### config.mk
export PLATFORM = sky130hd
export DESIGN_NAME = sipo_word_assembler_flat
export DESIGN_NICKNAME = d
export VERILOG_FILES = /design/src/rtl/sipo_word_assembler_pkg.sv /design/src/rtl/sipo_word_assembler_if.sv /design/src/rtl/sipo_word_assembler_fifo.sv /design/src/rtl/sipo_word_assembler.sv /design/src/flat_wrapper.sv
export SDC_FILE = /design/constraint.sdc
export NUM_CORES = 1
export LEC_CHECK = 0
export CAP_MARGIN = 20
export CORE_MARGIN = 2
export CORE_UTILIZATION = 32
export CTS_CLUSTER_DIAMETER = 120
export CTS_CLUSTER_SIZE = 8
export DETAILED_ROUTE_END_ITERATION = 10
export HOLD_SLACK_MARGIN = 0.08
export SLEW_MARGIN = 20
export SYNTH_ARGS = -nofsm -noshare
export SYNTH_HDL_FRONTEND = slang
export SYNTH_SLANG_ARGS = --single-unit
### constraint.sdc
create_clock -name clk -period 3.25 [get_ports clk]
set_input_delay 0.325 -clock clk [delete_from_list [all_inputs] [get_ports clk]]
set_output_delay 0.325 -clock clk [all_outputs]
set_load 0.02 [all_outputs]
### src/rtl/sipo_word_assembler_pkg.sv
`default_nettype none
// ============================================================================
// Module   : sipo_word_assembler_pkg
// Brief    : Shared FSM encodings, defaults and clog2 helper for the SIPO
//            word assembler.
// Revision : 1.0 - initial release
// ============================================================================
package sipo_word_assembler_pkg;

    localparam int c_DEFAULT_WORD_W = 16;

    typedef enum logic [0:0] {
        ST_IDLE  = 1'b0,
        ST_SHIFT = 1'b1
    } state_t;

    function automatic int clog2(input int value);
        int result;
        result = 0;
        for (int i = 0; i < 31; i++) begin
            if ((1 << i) < value) begin
                result = i + 1;
            end
        end
        return result;
    endfunction

endpackage
`default_nettype wire

### src/rtl/sipo_word_assembler_if.sv
`default_nettype none
// ============================================================================
// Module   : sipo_word_assembler_if
// Brief    : Valid/ready word channel from the assembler to its consumer.
// Revision : 1.0 - initial release
// ============================================================================
interface sipo_word_assembler_if
    import sipo_word_assembler_pkg::*;
#(
    parameter int WORD_W = c_DEFAULT_WORD_W
);
    logic [WORD_W-1:0] word_out;
    logic              word_valid;
    logic              word_ready;

    modport master (output word_out, output word_valid, input word_ready);
    modport slave  (input word_out, input word_valid, output word_ready);
endinterface
`default_nettype wire

### src/rtl/sipo_word_assembler_fifo.sv
`default_nettype none
// ============================================================================
// Module   : sipo_fifo
// Brief    : Show-ahead synchronous FIFO with level output; head reads 0 when
//            empty. A push into a full FIFO succeeds only alongside a pop.
// Revision : 1.0 - initial release
// ============================================================================
module sipo_fifo
    import sipo_word_assembler_pkg::*;
#(
    parameter int DEPTH = 4,
    parameter int WIDTH = 16
) (
    input  wire logic                 clk,
    input  wire logic                 reset_b,
    input  wire logic                 i_push,
    input  wire logic [WIDTH-1:0]     i_push_data,
    input  wire logic                 i_pop,
    output logic      [WIDTH-1:0]     o_head_data,
    output logic                      o_full,
    output logic                      o_empty,
    output logic      [clog2(DEPTH):0] o_level
);
    localparam int            c_AW    = clog2(DEPTH);
    localparam logic [c_AW:0] c_DEPTH = (c_AW + 1)'(DEPTH);

    logic [WIDTH-1:0] r_mem [DEPTH];
    logic [c_AW-1:0]  r_wr_ptr;
    logic [c_AW-1:0]  r_rd_ptr;
    logic [c_AW:0]    r_level;
    logic             w_do_push;
    logic             w_do_pop;

    assign o_full    = (r_level == c_DEPTH);
    assign o_empty   = (r_level == '0);
    assign w_do_pop  = i_pop && !o_empty;
    assign w_do_push = i_push && (!o_full || w_do_pop);

    always_ff @(posedge clk or negedge reset_b) begin
        if (!reset_b) begin
            r_wr_ptr <= '0;
            r_rd_ptr <= '0;
            r_level  <= '0;
        end else begin
            if (w_do_push) begin
                r_wr_ptr <= r_wr_ptr + 1'b1;
            end
            if (w_do_pop) begin
                r_rd_ptr <= r_rd_ptr + 1'b1;
            end
            case ({w_do_push, w_do_pop})
                2'b10:   r_level <= r_level + 1'b1;
                2'b01:   r_level <= r_level - 1'b1;
                default: r_level <= r_level;
            endcase
        end
    end

    // Storage needs no reset: the head is masked whenever the FIFO is empty.
    always_ff @(posedge clk) begin
        if (w_do_push) begin
            r_mem[r_wr_ptr] <= i_push_data;
        end
    end

    assign o_head_data = o_empty ? '0 : r_mem[r_rd_ptr];
    assign o_level     = r_level;

endmodule
`default_nettype wire

### src/rtl/sipo_word_assembler.sv
`default_nettype none
// ============================================================================
// Module   : sipo_word_assembler
// Brief    : Assembles serial ADC bits into WORD_W-bit words, buffers them in a
//            FIFO and reports overflow, abort and a saturating word count.
// Revision : 1.0 - initial release
// ============================================================================
module sipo_word_assembler
    import sipo_word_assembler_pkg::*;
#(
    parameter int WORD_W     = c_DEFAULT_WORD_W,
    parameter bit MSB_FIRST  = 1'b1,
    parameter int FIFO_DEPTH = 4,
    parameter int CNT_W      = 8
) (
    input  wire logic                        clk,
    input  wire logic                        reset_b,
    input  wire logic                        data_logging,
    input  wire logic                        serial_in,
    input  wire logic                        clear_status,
    sipo_word_assembler_if.master            out_if,
    output logic                             overflow,
    output logic                             abort,
    output logic      [CNT_W-1:0]            word_count,
    output logic      [clog2(FIFO_DEPTH):0]  fifo_level
);
    localparam int               c_BW       = clog2(WORD_W);
    localparam logic [c_BW-1:0]  c_LAST_BIT = c_BW'(WORD_W - 1);
    localparam logic [CNT_W-1:0] c_CNT_MAX  = '1;

    state_t            r_state;
    state_t            w_state_next;
    logic              w_abort_evt;
    logic [WORD_W-1:0] r_shift;
    logic [WORD_W-1:0] w_shift_next;
    logic [c_BW-1:0]   r_bit_cnt;
    logic              w_word_done;
    logic              w_fifo_full;
    logic              w_fifo_empty;
    logic              w_pop;
    logic              w_push_ok;
    logic              w_overflow_evt;
    logic              r_overflow;
    logic              r_abort;
    logic [CNT_W-1:0]  r_word_count;

    if (MSB_FIRST) begin : g_msb_first
        assign w_shift_next = {r_shift[WORD_W-2:0], serial_in};
    end else begin : g_lsb_first
        assign w_shift_next = {serial_in, r_shift[WORD_W-1:1]};
    end

    always_ff @(posedge clk or negedge reset_b) begin
        if (!reset_b) begin
            r_state <= ST_IDLE;
        end else begin
            r_state <= w_state_next;
        end
    end

    always_comb begin
        w_state_next = r_state;
        w_abort_evt  = 1'b0;
        case (r_state)
            ST_IDLE: begin
                if (data_logging) begin
                    w_state_next = ST_SHIFT;
                end
            end
            ST_SHIFT: begin
                if (!data_logging) begin
                    w_state_next = ST_IDLE;
                    w_abort_evt  = (r_bit_cnt != '0);
                end
            end
            default: w_state_next = ST_IDLE;
        endcase
    end

    always_ff @(posedge clk or negedge reset_b) begin
        if (!reset_b) begin
            r_shift   <= '0;
            r_bit_cnt <= '0;
        end else if (data_logging) begin
            r_shift   <= w_shift_next;
            r_bit_cnt <= (r_bit_cnt == c_LAST_BIT) ? '0 : r_bit_cnt + 1'b1;
        end else if (w_abort_evt) begin
            r_shift   <= '0;
            r_bit_cnt <= '0;
        end
    end

    // A completed word still lands in a full FIFO if the consumer pops this cycle.
    assign w_word_done    = data_logging && (r_bit_cnt == c_LAST_BIT);
    assign w_pop          = !w_fifo_empty && out_if.word_ready;
    assign w_push_ok      = w_word_done && (!w_fifo_full || w_pop);
    assign w_overflow_evt = w_word_done && w_fifo_full && !w_pop;

    always_ff @(posedge clk or negedge reset_b) begin
        if (!reset_b) begin
            r_overflow   <= 1'b0;
            r_abort      <= 1'b0;
            r_word_count <= '0;
        end else begin
            r_overflow <= (r_overflow && !clear_status) || w_overflow_evt;
            r_abort    <= (r_abort && !clear_status) || w_abort_evt;
            if (clear_status) begin
                r_word_count <= w_push_ok ? CNT_W'(1) : '0;
            end else if (w_push_ok && (r_word_count != c_CNT_MAX)) begin
                r_word_count <= r_word_count + 1'b1;
            end
        end
    end

    sipo_fifo #(
        .DEPTH (FIFO_DEPTH),
        .WIDTH (WORD_W)
    ) u_fifo (
        .clk         (clk),
        .reset_b     (reset_b),
        .i_push      (w_word_done),
        .i_push_data (w_shift_next),
        .i_pop       (w_pop),
        .o_head_data (out_if.word_out),
        .o_full      (w_fifo_full),
        .o_empty     (w_fifo_empty),
        .o_level     (fifo_level)
    );

    assign out_if.word_valid = !w_fifo_empty;
    assign overflow          = r_overflow;
    assign abort             = r_abort;
    assign word_count        = r_word_count;

endmodule
`default_nettype wire

### src/flat_wrapper.sv
// flat-port wrapper written by rule: the top's interface ports become plain ports
module sipo_word_assembler_flat import sipo_word_assembler_pkg::*;
#(
    parameter int WORD_W     = c_DEFAULT_WORD_W,
    parameter bit MSB_FIRST  = 1'b1,
    parameter int FIFO_DEPTH = 4,
    parameter int CNT_W      = 8
)
  (clk, reset_b, data_logging, serial_in, clear_status, overflow, abort, word_count, fifo_level, out_if_word_out, out_if_word_valid, out_if_word_ready);
  sipo_word_assembler_if #(.WORD_W(WORD_W)) out_if_i ();
  input  wire logic clk;
  input  wire logic reset_b;
  input  wire logic data_logging;
  input  wire logic serial_in;
  input  wire logic clear_status;
  output logic overflow;
  output logic abort;
  output logic      [CNT_W-1:0] word_count;
  output logic      [clog2(FIFO_DEPTH):0] fifo_level;
  output wire logic [$bits(out_if_i.word_out)-1:0] out_if_word_out;
  output wire logic [$bits(out_if_i.word_valid)-1:0] out_if_word_valid;
  input wire logic [$bits(out_if_i.word_ready)-1:0] out_if_word_ready;
  assign out_if_word_out = out_if_i.word_out;
  assign out_if_word_valid = out_if_i.word_valid;
  assign out_if_i.word_ready = out_if_word_ready;
  sipo_word_assembler #(.WORD_W(WORD_W), .MSB_FIRST(MSB_FIRST), .FIFO_DEPTH(FIFO_DEPTH), .CNT_W(CNT_W)) u_core (.clk(clk), .reset_b(reset_b), .data_logging(data_logging), .serial_in(serial_in), .clear_status(clear_status), .out_if(out_if_i), .overflow(overflow), .abort(abort), .word_count(word_count), .fifo_level(fifo_level));
endmodule
==> results.tsv <==
metric	value	unit
outcome	finished clean	
clock skew	0.01024	ns
die area	0.01409	mm²
number of synthesized flops with an enable pin	64	
Overall Global Routing Usage	10.97	%
hold_buf cts	0	
worst-path cell chain	buf_12, mux4_2, and2_1, clkdlybuf4s50_1	
Slew HR	41.89	%
WS Path Type	reg2out	
most common cell in the netlist	edfxtp_1	
Unique masters post-synth	38	
Clk Latency, worst-skew pair	0.34	ns
Root Driver	clkbuf_16	
layout cells sized above 1	14.68	%
clock share of power	28.4	%
Final nets	337	
# rows	41	
GR Util met2	17.35	%
Vias	2350	
DRC	0	
Slew Limit Fails	0	
Layout area overhead	19.91	%
Die Y	118.7	µm
WHS	0.09706	ns
Clock transition at path regs	0.07	ns
syn avg cell area	14.67	µm²
Critical-path top delay cell	dfrtp_1	
Synth area leader	edfxtp_1	
grt met1 use	14.41	%
Fillers	1212	
most frequent cells after synthesis	64 x edfxtp_1, 40 x nand2_1, 37 x dfrtp_1	
met3 usage	3.282	%
slowest stage delay, CP	0.69	ns
clk buf depth	2	
PortBufs	35	
ANT cells	0	
Post-Layout Cell Count	499	
Leak	1.837	nW
pre-CTS worst setup slack	0.5268	ns
Post-Route WL	7.299	mm
Initial Util	33.09	%
Flop pwr share	41.7	%
Critical Path Start Type	flip-flop	
initial drt markers	124	
peak ir drop on the vdd network	0.0003339	V
pwr dens	764.3	mW/mm²
worst slew pin tran	0.8716	ns
post-synthesis cell area	0.004210	mm²
vias in the first global route	2310	
Tot Pwr	3.859	mW
achievable clock frequency	0.3578	GHz
final-report hold violation count	0	
Cells after DPL	483	
syn nets	302	
FFs w/ async S/R, synth	36.63	%
net switching power	1.161	mW
initial antenna violation count	0	
drt pass-1 iters	6	
max cap viols	0	
Worst setup EP type	output pin	
worst endpoint required time	2.92	ns
RSZ-0062 raised after global routing	no	
Sinks on Clock Net	101	
switching part of the total	30.09	%
final worst slack	0.4554	ns
Synth top area share	45.65	%
Fin Setup TNS	0	ns
period utilisation layout	85.99	%
antenna viol nets, final	0	
H-tree depth	3	
first-pass GRT wire length	12.10	mm
crit path DAT	2.47	ns
delay-heaviest family, CP	buffers and inverters	
Final setup viols	0	
Final HPWL DP	4.610	mm
Hold WC Path Type	in2async	
Internal	2.698	mW
Synth Flop Type	edfxtp_1	
TritonCTS buffer count	9	
Die W	118.7	µm
register bit total from synthesis	101	
Tmin final	2.795	ns
Synth Instances	287	
cts repair resizes	0	
setup bufs post-CTS	0	
post-DR wirelength/cell	14.63	µm
post-synthesis sequential area ratio	67.64	%
Comb power frac	30.0	%
Area contributors post-synth	edfxtp_1 46%, dfrtp_1 22%, mux4_2 8.6%	
critical path peak fanout	10	
largest net degree at the start of global routing	41	
Vias/cell	4.709	
GP Congestion	0.7340	
Placeable Area	0.01272	mm²
global route overflow	0	
IO Pins	36	
yosys warns	0	
Most Crowded Layer GR	met2	
CTS tree	built	
worst path buffer plus inverter count	2	
-- kinds of logic (layout without fill, tap and decap cells) --
logic type	after synthesis	in the layout	share of synthesized area (%)
and+or+nand+nor	87	87	10.88
xor gates and xnor gates	6	6	1.248
adders and majority gates	9	9	2.853
muxes	17	17	8.797
buffers and inverters	27	67	2.794
AOI/OAI and AO/OA	40	40	5.795
DFF	101	101	67.64
-- path summary, 6_finish.rpt --
path / startpoint / end / slack (ns) / depth (start not counted)
max in group asynchronous: reset_b / u_core.r_shift[3] / 2.60 / 1
max: u_core.u_fifo.r_rd_ptr[0] / out_if_word_out[15] / 0.46 / 4
min: reset_b / u_core.word_count[6] / 0.1 / 1
max reg2reg: u_core.u_fifo.o_level[0] / u_core.u_fifo.o_level[2] / 0.84 / 9
min in group clk: u_core.u_fifo.o_level[2] / u_core.u_fifo.o_level[2] / 0.52 / 1
min reg2reg: u_core.u_fifo.o_level[2] / u_core.u_fifo.o_level[2] / 0.52 / 1
-- state kept, by name (all words and copies together), names as in the netlist, 2 cells and up --
name,flops
u_core.u_fifo.o_level,3
u_core.u_fifo.r_wr_ptr,2
u_core.u_fifo.r_rd_ptr,2
u_core.word_count,8
u_core.r_shift,15
u_core.u_fifo.r_mem,64
u_core.r_bit_cnt,4
-- layout make-up --
cell class | count | area, µm² | area share [%]
Clock buffer | 9 | 225.2 | 4.461
Clock inverter | 7 | 86.33 | 1.710
Inverter | 13 | 48.80 | 0.9665
Multi-Input combinational cell | 159 | 1245 | 24.66
Sequential cell | 101 | 2848 | 56.41
Tap cell | 172 | 215.2 | 4.263
Timing Repair Buffer | 38 | 380.4 | 7.534
-- per-layer routing --
layer	vias to the layer above	share of wire, %
li1	1125	-
met1	1169	46
met2	48	50
met3	8	3.5
met4	0	1.3
met5	-	0
-- through the flow --
stage	utilization, %	area (µm²)
floorplan	-	4210
finish	39.68	5049
global route	39.68	5049
CTS	39.68	5049
global placement	37.23	4737
detailed placement	37.23	4737
-- worst register-to-register path: stages, from the launching register on --
cell     delay (ns)
dfrtp_1        0.43
or4b_4         0.61
and2_1         0.22
inv_1          0.07
ha_1           0.18
inv_1          0.07
fa_1           0.37
xor2_1         0.15
nor2_1         0.11
xor2_1         0.14
-- cells in the final DEF, fill, tap and decap left out, drive strengths merged, types with 2 or more instances in the layout --
cell type and count:
edfxtp 64, nand2 40, dfrtp 37, clkdlybuf4s50 34
o21ai 25, and2 18, inv 17, mux4 16
clkbuf 9, ha 8, nand3 7, a21oi 7
or3 5, and3 4, buf 4, nor2 3
xnor2 3, xor2 3, a21o 2, o31ai 2
or4 2, nand3b 2, and4 2, o211ai 2
-- power groups by stage --
stage          logic, mW  clock network (mW)  registers [mW]
2_1_floorplan      0.750                   0            1.59
3_3_place_gp        1.17                   0            1.63
3_5_place_dp        1.18                   0            1.64
4_1_cts             1.18                1.12            1.61
5_1_grt             1.25                1.18            1.63
6_report            1.16                1.10            1.61
Note: power is estimated with default switching activity, not from simulation.
